`config.mk`:
```
export PLATFORM = sky130hd
export DESIGN_NAME = watchtotx
export DESIGN_NICKNAME = d
export VERILOG_FILES = /design/src/rtl/uart_watch_pkg.sv /design/src/rtl/bcd_to_ascii.sv /design/src/rtl/watchtotx.sv
export SDC_FILE = /design/constraint.sdc
export NUM_CORES = 1
export LEC_CHECK = 0
export CORE_MARGIN = 2
export CORE_UTILIZATION = 48
export DETAILED_ROUTE_END_ITERATION = 12
export PLACE_DENSITY = 0.87
export SKIP_LAST_GASP = 1
export SYNTH_ARGS = -nofsm -noshare
export SYNTH_HDL_FRONTEND = slang
export SYNTH_SLANG_ARGS = --single-unit
```
`constraint.sdc`:
```
create_clock -name clk -period 1.85 [get_ports clk]
set_input_delay 0.37 -clock clk [delete_from_list [all_inputs] [get_ports clk]]
set_output_delay 0.37 -clock clk [all_outputs]
set_load 0.05 [all_outputs]
```
`src/rtl/uart_watch_pkg.sv`:
```
// Shared constants, FSM state and frame-slot types for the stopwatch-to-UART reporter (watchtotx).
// The optional status prefix is controlled by the WATCHTOTX_STATUS_EN macro in watchtotx.sv.
package uart_watch_pkg;

  localparam logic [7:0] ASCII_ZERO  = 8'h30;
  localparam logic [7:0] ASCII_COLON = 8'h3A;
  localparam logic [7:0] ASCII_DOT   = 8'h2E;
  localparam logic [7:0] ASCII_QMARK = 8'h3F;
  localparam logic [7:0] ASCII_CR    = 8'h0D;
  localparam logic [7:0] ASCII_LF    = 8'h0A;
  localparam logic [7:0] ASCII_G     = 8'h47;
  localparam logic [7:0] ASCII_P     = 8'h50;
  localparam logic [7:0] ASCII_U     = 8'h55;
  localparam logic [7:0] ASCII_D     = 8'h44;

  localparam int STATUS_LEN           = 2;
  localparam int FRAME_LEN_BASE       = 8;
  localparam int FRAME_LEN_EOL        = 10;
  localparam int FRAME_LEN_STATUS     = 10;
  localparam int FRAME_LEN_STATUS_EOL = 12;

  typedef enum logic [1:0] {
    ST_IDLE,
    ST_SEND,
    ST_DONE
  } state_e;

  // Slot numbering follows the body byte order so an unprefixed index maps straight onto it.
  typedef enum logic [3:0] {
    SLOT_MIN_T = 4'd0,
    SLOT_MIN_U = 4'd1,
    SLOT_COLON = 4'd2,
    SLOT_SEC_T = 4'd3,
    SLOT_SEC_U = 4'd4,
    SLOT_DOT   = 4'd5,
    SLOT_CS_T  = 4'd6,
    SLOT_CS_U  = 4'd7,
    SLOT_CR    = 4'd8,
    SLOT_LF    = 4'd9,
    SLOT_RUN   = 4'd10,
    SLOT_DIR   = 4'd11
  } slot_e;

  typedef struct packed {
    logic [3:0] min_t;
    logic [3:0] min_u;
    logic [3:0] sec_t;
    logic [3:0] sec_u;
    logic [3:0] cs_t;
    logic [3:0] cs_u;
  } watch_time_t;

  function automatic int frame_len(input bit status_en, input bit eol_en);
    if (status_en) return eol_en ? FRAME_LEN_STATUS_EOL : FRAME_LEN_STATUS;
    return eol_en ? FRAME_LEN_EOL : FRAME_LEN_BASE;
  endfunction

  function automatic logic [7:0] status_char(input logic dir_byte, input logic flag);
    if (dir_byte) return flag ? ASCII_U : ASCII_D;
    return flag ? ASCII_G : ASCII_P;
  endfunction

endpackage

```
`src/rtl/bcd_to_ascii.sv`:
```
// Combinational BCD digit to ASCII character; non-decimal codes become '?'.
module bcd_to_ascii
  import uart_watch_pkg::*;
(
  input  logic [3:0] bcd_i,
  output logic [7:0] ascii_o
);

  always_comb begin
    ascii_o = ASCII_QMARK;
    if (bcd_i <= 4'd9) begin
      ascii_o = ASCII_ZERO + {4'h0, bcd_i};
    end
  end

endmodule

```
`src/rtl/watchtotx.sv`:
```
// Stopwatch-to-UART reporter: snapshots the time on req and streams "MM:SS.CC[CR LF]" byte by byte.
// Define WATCHTOTX_STATUS_EN to prepend a run/pause and up/down status prefix to every frame.
module watchtotx
  import uart_watch_pkg::*;
#(
  parameter int FRAME_EOL = 1
) (
  input  logic       clk,
  input  logic       rst_n,
  input  logic       req,
  input  logic [3:0] min_t,
  input  logic [3:0] min_u,
  input  logic [3:0] sec_t,
  input  logic [3:0] sec_u,
  input  logic [3:0] cs_t,
  input  logic [3:0] cs_u,
  input  logic       running,
  input  logic       up,
  output logic [7:0] tx_data,
  output logic       tx_valid,
  input  logic       tx_ready,
  output logic       busy,
  output logic       done
);

`ifdef WATCHTOTX_STATUS_EN
  localparam bit STATUS_EN = 1'b1;
`else
  localparam bit STATUS_EN = 1'b0;
`endif
  localparam int         FRAME_LEN = frame_len(STATUS_EN, FRAME_EOL != 0);
  localparam logic [3:0] LAST_IDX  = 4'(FRAME_LEN - 1);

  state_e      state_q, state_d;
  logic [3:0]  idx_q, idx_d;
  watch_time_t snap_q, snap_d;
  logic        load;

  slot_e       slot;
  logic [3:0]  digit_sel;
  logic        use_digit;
  logic [7:0]  lit_byte;
  logic [7:0]  digit_ascii;
  logic [7:0]  frame_byte;

  always_comb begin
    snap_d = snap_q;
    if (load) begin
      snap_d = '{min_t: min_t, min_u: min_u, sec_t: sec_t,
                 sec_u: sec_u, cs_t: cs_t, cs_u: cs_u};
    end
  end

`ifdef WATCHTOTX_STATUS_EN
  logic running_q, up_q;

  always_ff @(posedge clk or negedge rst_n) begin
    if (!rst_n) begin
      running_q <= 1'b0;
      up_q      <= 1'b0;
    end else if (load) begin
      running_q <= running;
      up_q      <= up;
    end
  end

  always_comb begin
    if (idx_q == 4'd0) begin
      slot = SLOT_RUN;
    end else if (idx_q == 4'd1) begin
      slot = SLOT_DIR;
    end else begin
      slot = slot_e'(idx_q - 4'(STATUS_LEN));
    end
  end
`else
  logic unused_status;
  assign unused_status = running ^ up;

  always_comb begin
    slot = slot_e'(idx_q);
  end
`endif

  // Only one digit is on the wire at a time, so a single converter sits behind the digit mux.
  always_comb begin
    digit_sel = 4'h0;
    use_digit = 1'b0;
    lit_byte  = 8'h00;
    case (slot)
      SLOT_MIN_T: begin digit_sel = snap_q.min_t; use_digit = 1'b1; end
      SLOT_MIN_U: begin digit_sel = snap_q.min_u; use_digit = 1'b1; end
      SLOT_SEC_T: begin digit_sel = snap_q.sec_t; use_digit = 1'b1; end
      SLOT_SEC_U: begin digit_sel = snap_q.sec_u; use_digit = 1'b1; end
      SLOT_CS_T:  begin digit_sel = snap_q.cs_t;  use_digit = 1'b1; end
      SLOT_CS_U:  begin digit_sel = snap_q.cs_u;  use_digit = 1'b1; end
      SLOT_COLON: lit_byte = ASCII_COLON;
      SLOT_DOT:   lit_byte = ASCII_DOT;
      SLOT_CR:    lit_byte = ASCII_CR;
      SLOT_LF:    lit_byte = ASCII_LF;
`ifdef WATCHTOTX_STATUS_EN
      SLOT_RUN:   lit_byte = status_char(1'b0, running_q);
      SLOT_DIR:   lit_byte = status_char(1'b1, up_q);
`endif
      default:    lit_byte = 8'h00;
    endcase
  end

  bcd_to_ascii u_bcd_to_ascii (
    .bcd_i   (digit_sel),
    .ascii_o (digit_ascii)
  );

  assign frame_byte = use_digit ? digit_ascii : lit_byte;

  always_comb begin
    state_d  = state_q;
    idx_d    = idx_q;
    load     = 1'b0;
    tx_valid = 1'b0;
    tx_data  = 8'h00;
    busy     = 1'b0;
    done     = 1'b0;
    case (state_q)
      ST_IDLE: begin
        if (req) begin
          state_d = ST_SEND;
          idx_d   = 4'd0;
          load    = 1'b1;
        end
      end
      ST_SEND: begin
        tx_valid = 1'b1;
        tx_data  = frame_byte;
        busy     = 1'b1;
        if (tx_ready) begin
          if (idx_q == LAST_IDX) begin
            state_d = ST_DONE;
            idx_d   = 4'd0;
          end else begin
            idx_d = idx_q + 4'd1;
          end
        end
      end
      ST_DONE: begin
        done    = 1'b1;
        state_d = ST_IDLE;
      end
      default: begin
        state_d = ST_IDLE;
        idx_d   = 4'd0;
      end
    endcase
  end

  always_ff @(posedge clk or negedge rst_n) begin
    if (!rst_n) begin
      state_q <= ST_IDLE;
      idx_q   <= 4'd0;
      snap_q  <= '0;
    end else begin
      state_q <= state_d;
      idx_q   <= idx_d;
      snap_q  <= snap_d;
    end
  end

endmodule

```
==> metrics.md <==
| Metric | Value |
|---|---|
| Outcome | finished with violations |
| Failing checks | negative setup slack |
| Inserted Diodes | 0 |
| Worst EP arrival | between 2000 and 2500 ps |
| Final hold viol count | 0 |
| Flops & latches, synth | 30 |
| Final TNS setup | -2380 ps |
| Area growth syn-to-layout | 48.9% |
| Chip Width | 62.2 µm |
| Cell mode on critical path | buf_4 |
| Slack of the critical path | -559 ps |
| Initial antenna violation count | 0 |
| DRT iter0 DRCs | 62 |
| Fin crit share | 130% |
| CP Max Fanout | 8 |
| Drt pass-1 iters | 4 |
| Reg2reg start | idx_q[3] |
| VDD IR max | ~0.00074 V |
| Core Util, Final | between 70% and 80% |
| DIE AREA | 3860 µm² |
| Slowest stage delay, CP | ~480 ps |
| CTS tree | built |
| Register area share after synthesis | roughly 46% |
| Number of port buffers | 36 |
| Final number of max-transition violations | 0 |
| Crit-path cells | mux2_2 > a211oi_4 > buf_4 > o221a_2 > nor2_4 > buf_4 |
| Clk slew on worst S/H paths | ~90 ps |
| Slowest cell on crit path | dfrtp_2 |
| Num rows | 21 |
| DR DRC count | 0 |
| Ys flop type | dfrtp_1 |
| Critical Path Start | idx_q[0] |
| CTS root buf | clkbuf_4 |
| Detail Placement HPWL | 2.82 mm |
| Max Fclk | ~420 MHz |
| YS warnings | 0 |
| Gr ovfl total | 0 |
| H-tree Lvls | 2 |
| Post-DRT Antenna Nets | 0 |
| Hold/Removal Path Class | input port to asynchronous set/reset pin |
| Final hold slack | between 400 and 500 ps |
| Final min period | between 2000 and 2500 ps |
| Die Height | 62.2 µm |
| Number of synthesized flops with an enable pin | 0 |
| Worst Setup Start Kind | flop |
| Drt total wl | 3.95 mm |
| # fillers | around 220 |
| Finish-stage setup viols | 5 |
| Vias/cell | about 5.4 |
| Post-layout nets | about 240 |
| Vias in the first global route | approximately 1,400 |
| Pwr per Cell Area | 2100 nW/µm² |
| Clk buf depth | 2 |
| Hold Buf Count CTS | 0 |
| Clock skew | between 10 and 15 ps |
| Leakage | approximately 1 nW |
| Total number of vias | between 1,000 and 1,500 |
| GPL Wtd Cong | about 0.9 |
| Share of cells above drive strength 1 | 46.8% |
| Mean post-synth cell area | between 10 and 15 µm² |
| GRT Util Overall | around a fifth |
| Core area | 3280 µm² |
| Starting density of the core | between 40 and 50% |
| Synthesized area | ~1600 µm² |
| WL/cell | around 16 µm |
| Required time worst endpoint | approximately 1500 ps |
| Pin count of the biggest net entering global routing | 31 |
| First-pass GRT wire length | between 6 and 7 mm |
| RSZ-0062 raised after global routing | yes |
| Syn Inst Count | around 140 |
| Multi-input logic area | 880 µm² |
| Critical path class | flop to output pin |
| Worst setup EP type | output pin |
| Yosys cell types | 38 |
| Worst reg2reg setup slack | approximately 310 ps |
| Clk sinks | 30 |
| Total CTS buffers | 5 |
| Max Cap Viol | 0 |
| Reg area | 758 µm² |
| Worst-Skew Late Latency | ~330 ps |
| I/O pin count | slightly above 40 |
| Async S/R FF share, synth | 100% |
layer usage:
metal	vias to the layer above	global-route usage, %	wire length, µm
met1	682	24.0	1570
met3	9	5.43	163
met4	0	8.89	62
met2	39	37.6	2150
met5	-	0	0
li1	637	-	-
layout make-up:
class                   count  share of cell area, %
repair buffers             67                   27.5
well taps                  46                   2.38
flip-flops and latches     30                   31.4
inverters                   2                  0.310
multi-input cells         100                   36.4
clock buffers               6                   2.12
through the flow:
step	setup slack, ps	power, mW	std cells	instance area [µm²]
2_1_floorplan	-291	3.19	145	1670
3_3_place_gp	-281	4.24	240	2250
3_5_place_dp	-307	4.33	240	2250
4_1_cts	-534	4.88	247	2350
5_1_grt	-636	5.38	251	2420
6_report	-559	5.09	251	2420
cells by family (layout without fill, tap and decap cells):
family,count (synthesis),count (layout),synth area share (%)
buffers and inverters,15,75,6.01
DFF,30,30,46.2
muxes,31,31,21.6
and+or+nand+nor,36,36,12.9
AOI/OAI and AO/OA,31,31,13.0
other,1,2,0.231
where the power goes:
group	switching [mW]	internal [mW]	leakage, nW
logic	1.71	1.73	0.613
registers	0.277	0.993	0.352
clock network	0.208	0.171	0.0302
total	2.19	2.90	0.995
repair_timing:
action / CTS / global route
buffers inserted: 1 / 4
setup endpoints to repair: 8 / 7
pin swaps: 9 / 2
gates resized for setup: 12 / 9
synthesized netlist by cell type (all sizes together) (2+ instances only):
master	n	area (µm²)
nor2	8	37.5
a21oi	6	30.0
nor2b	2	12.5
a211oi	3	27.5
o21a	2	15.0
mux2	27	312
a32oi	2	17.5
a31oi	3	18.8
nor3b	2	26.3
buf	13	90.1
o221a	3	33.8
mux2i	4	40.0
nand3	2	10.0
nor3	3	20.0
nand2b	2	12.5
nand2	10	37.5
o21ai	9	45.0
dfrtp	30	751
inv	2	7.51
state kept, by name, summed over array words and instances (netlist names):
signal   count
state_q      2
idx_q        4
snap_q      24
worst paths after layout:
check                      cells after the start         end
max                                            6  tx_data[2]
max reg2reg                                    6    idx_q[3]
min reg2reg                                    1   snap_q[2]
min in group clk                               1   snap_q[2]
min                                            2  snap_q[15]
max in group asynchronous                      2    idx_q[2]
cells in the final DEF, fill, tap and decap left out, types with 2 or more instances in the layout:
cell	n
a31oi_1	2
nand3_1	2
nor2_1	6
a21oi_1	4
dfrtp_1	24
buf_4	30
a32oi_1	2
mux2_2	25
mux2i_1	4
nand2_1	9
mux2_4	2
buf_12	6
o21a_1	2
nor3_2	2
clkdlybuf4s50_1	27
o21ai_0	9
dfrtp_2	6
a211oi_4	2
conb_1	2
clkbuf_4	5
inv_1	2
buf_6	3
nor2b_1	2
nor2_4	2
critical path: cells and delay by family (launching register included):
| kind | cells | cell delay [ps] |
|---|---|---|
| compound gates | 2 | 460 |
| buf+inv | 2 | 340 |
| mux | 1 | 390 |
| simple gates | 1 | 30 |
| flops | 1 | 480 |
Power figures use the tool's default switching activity.
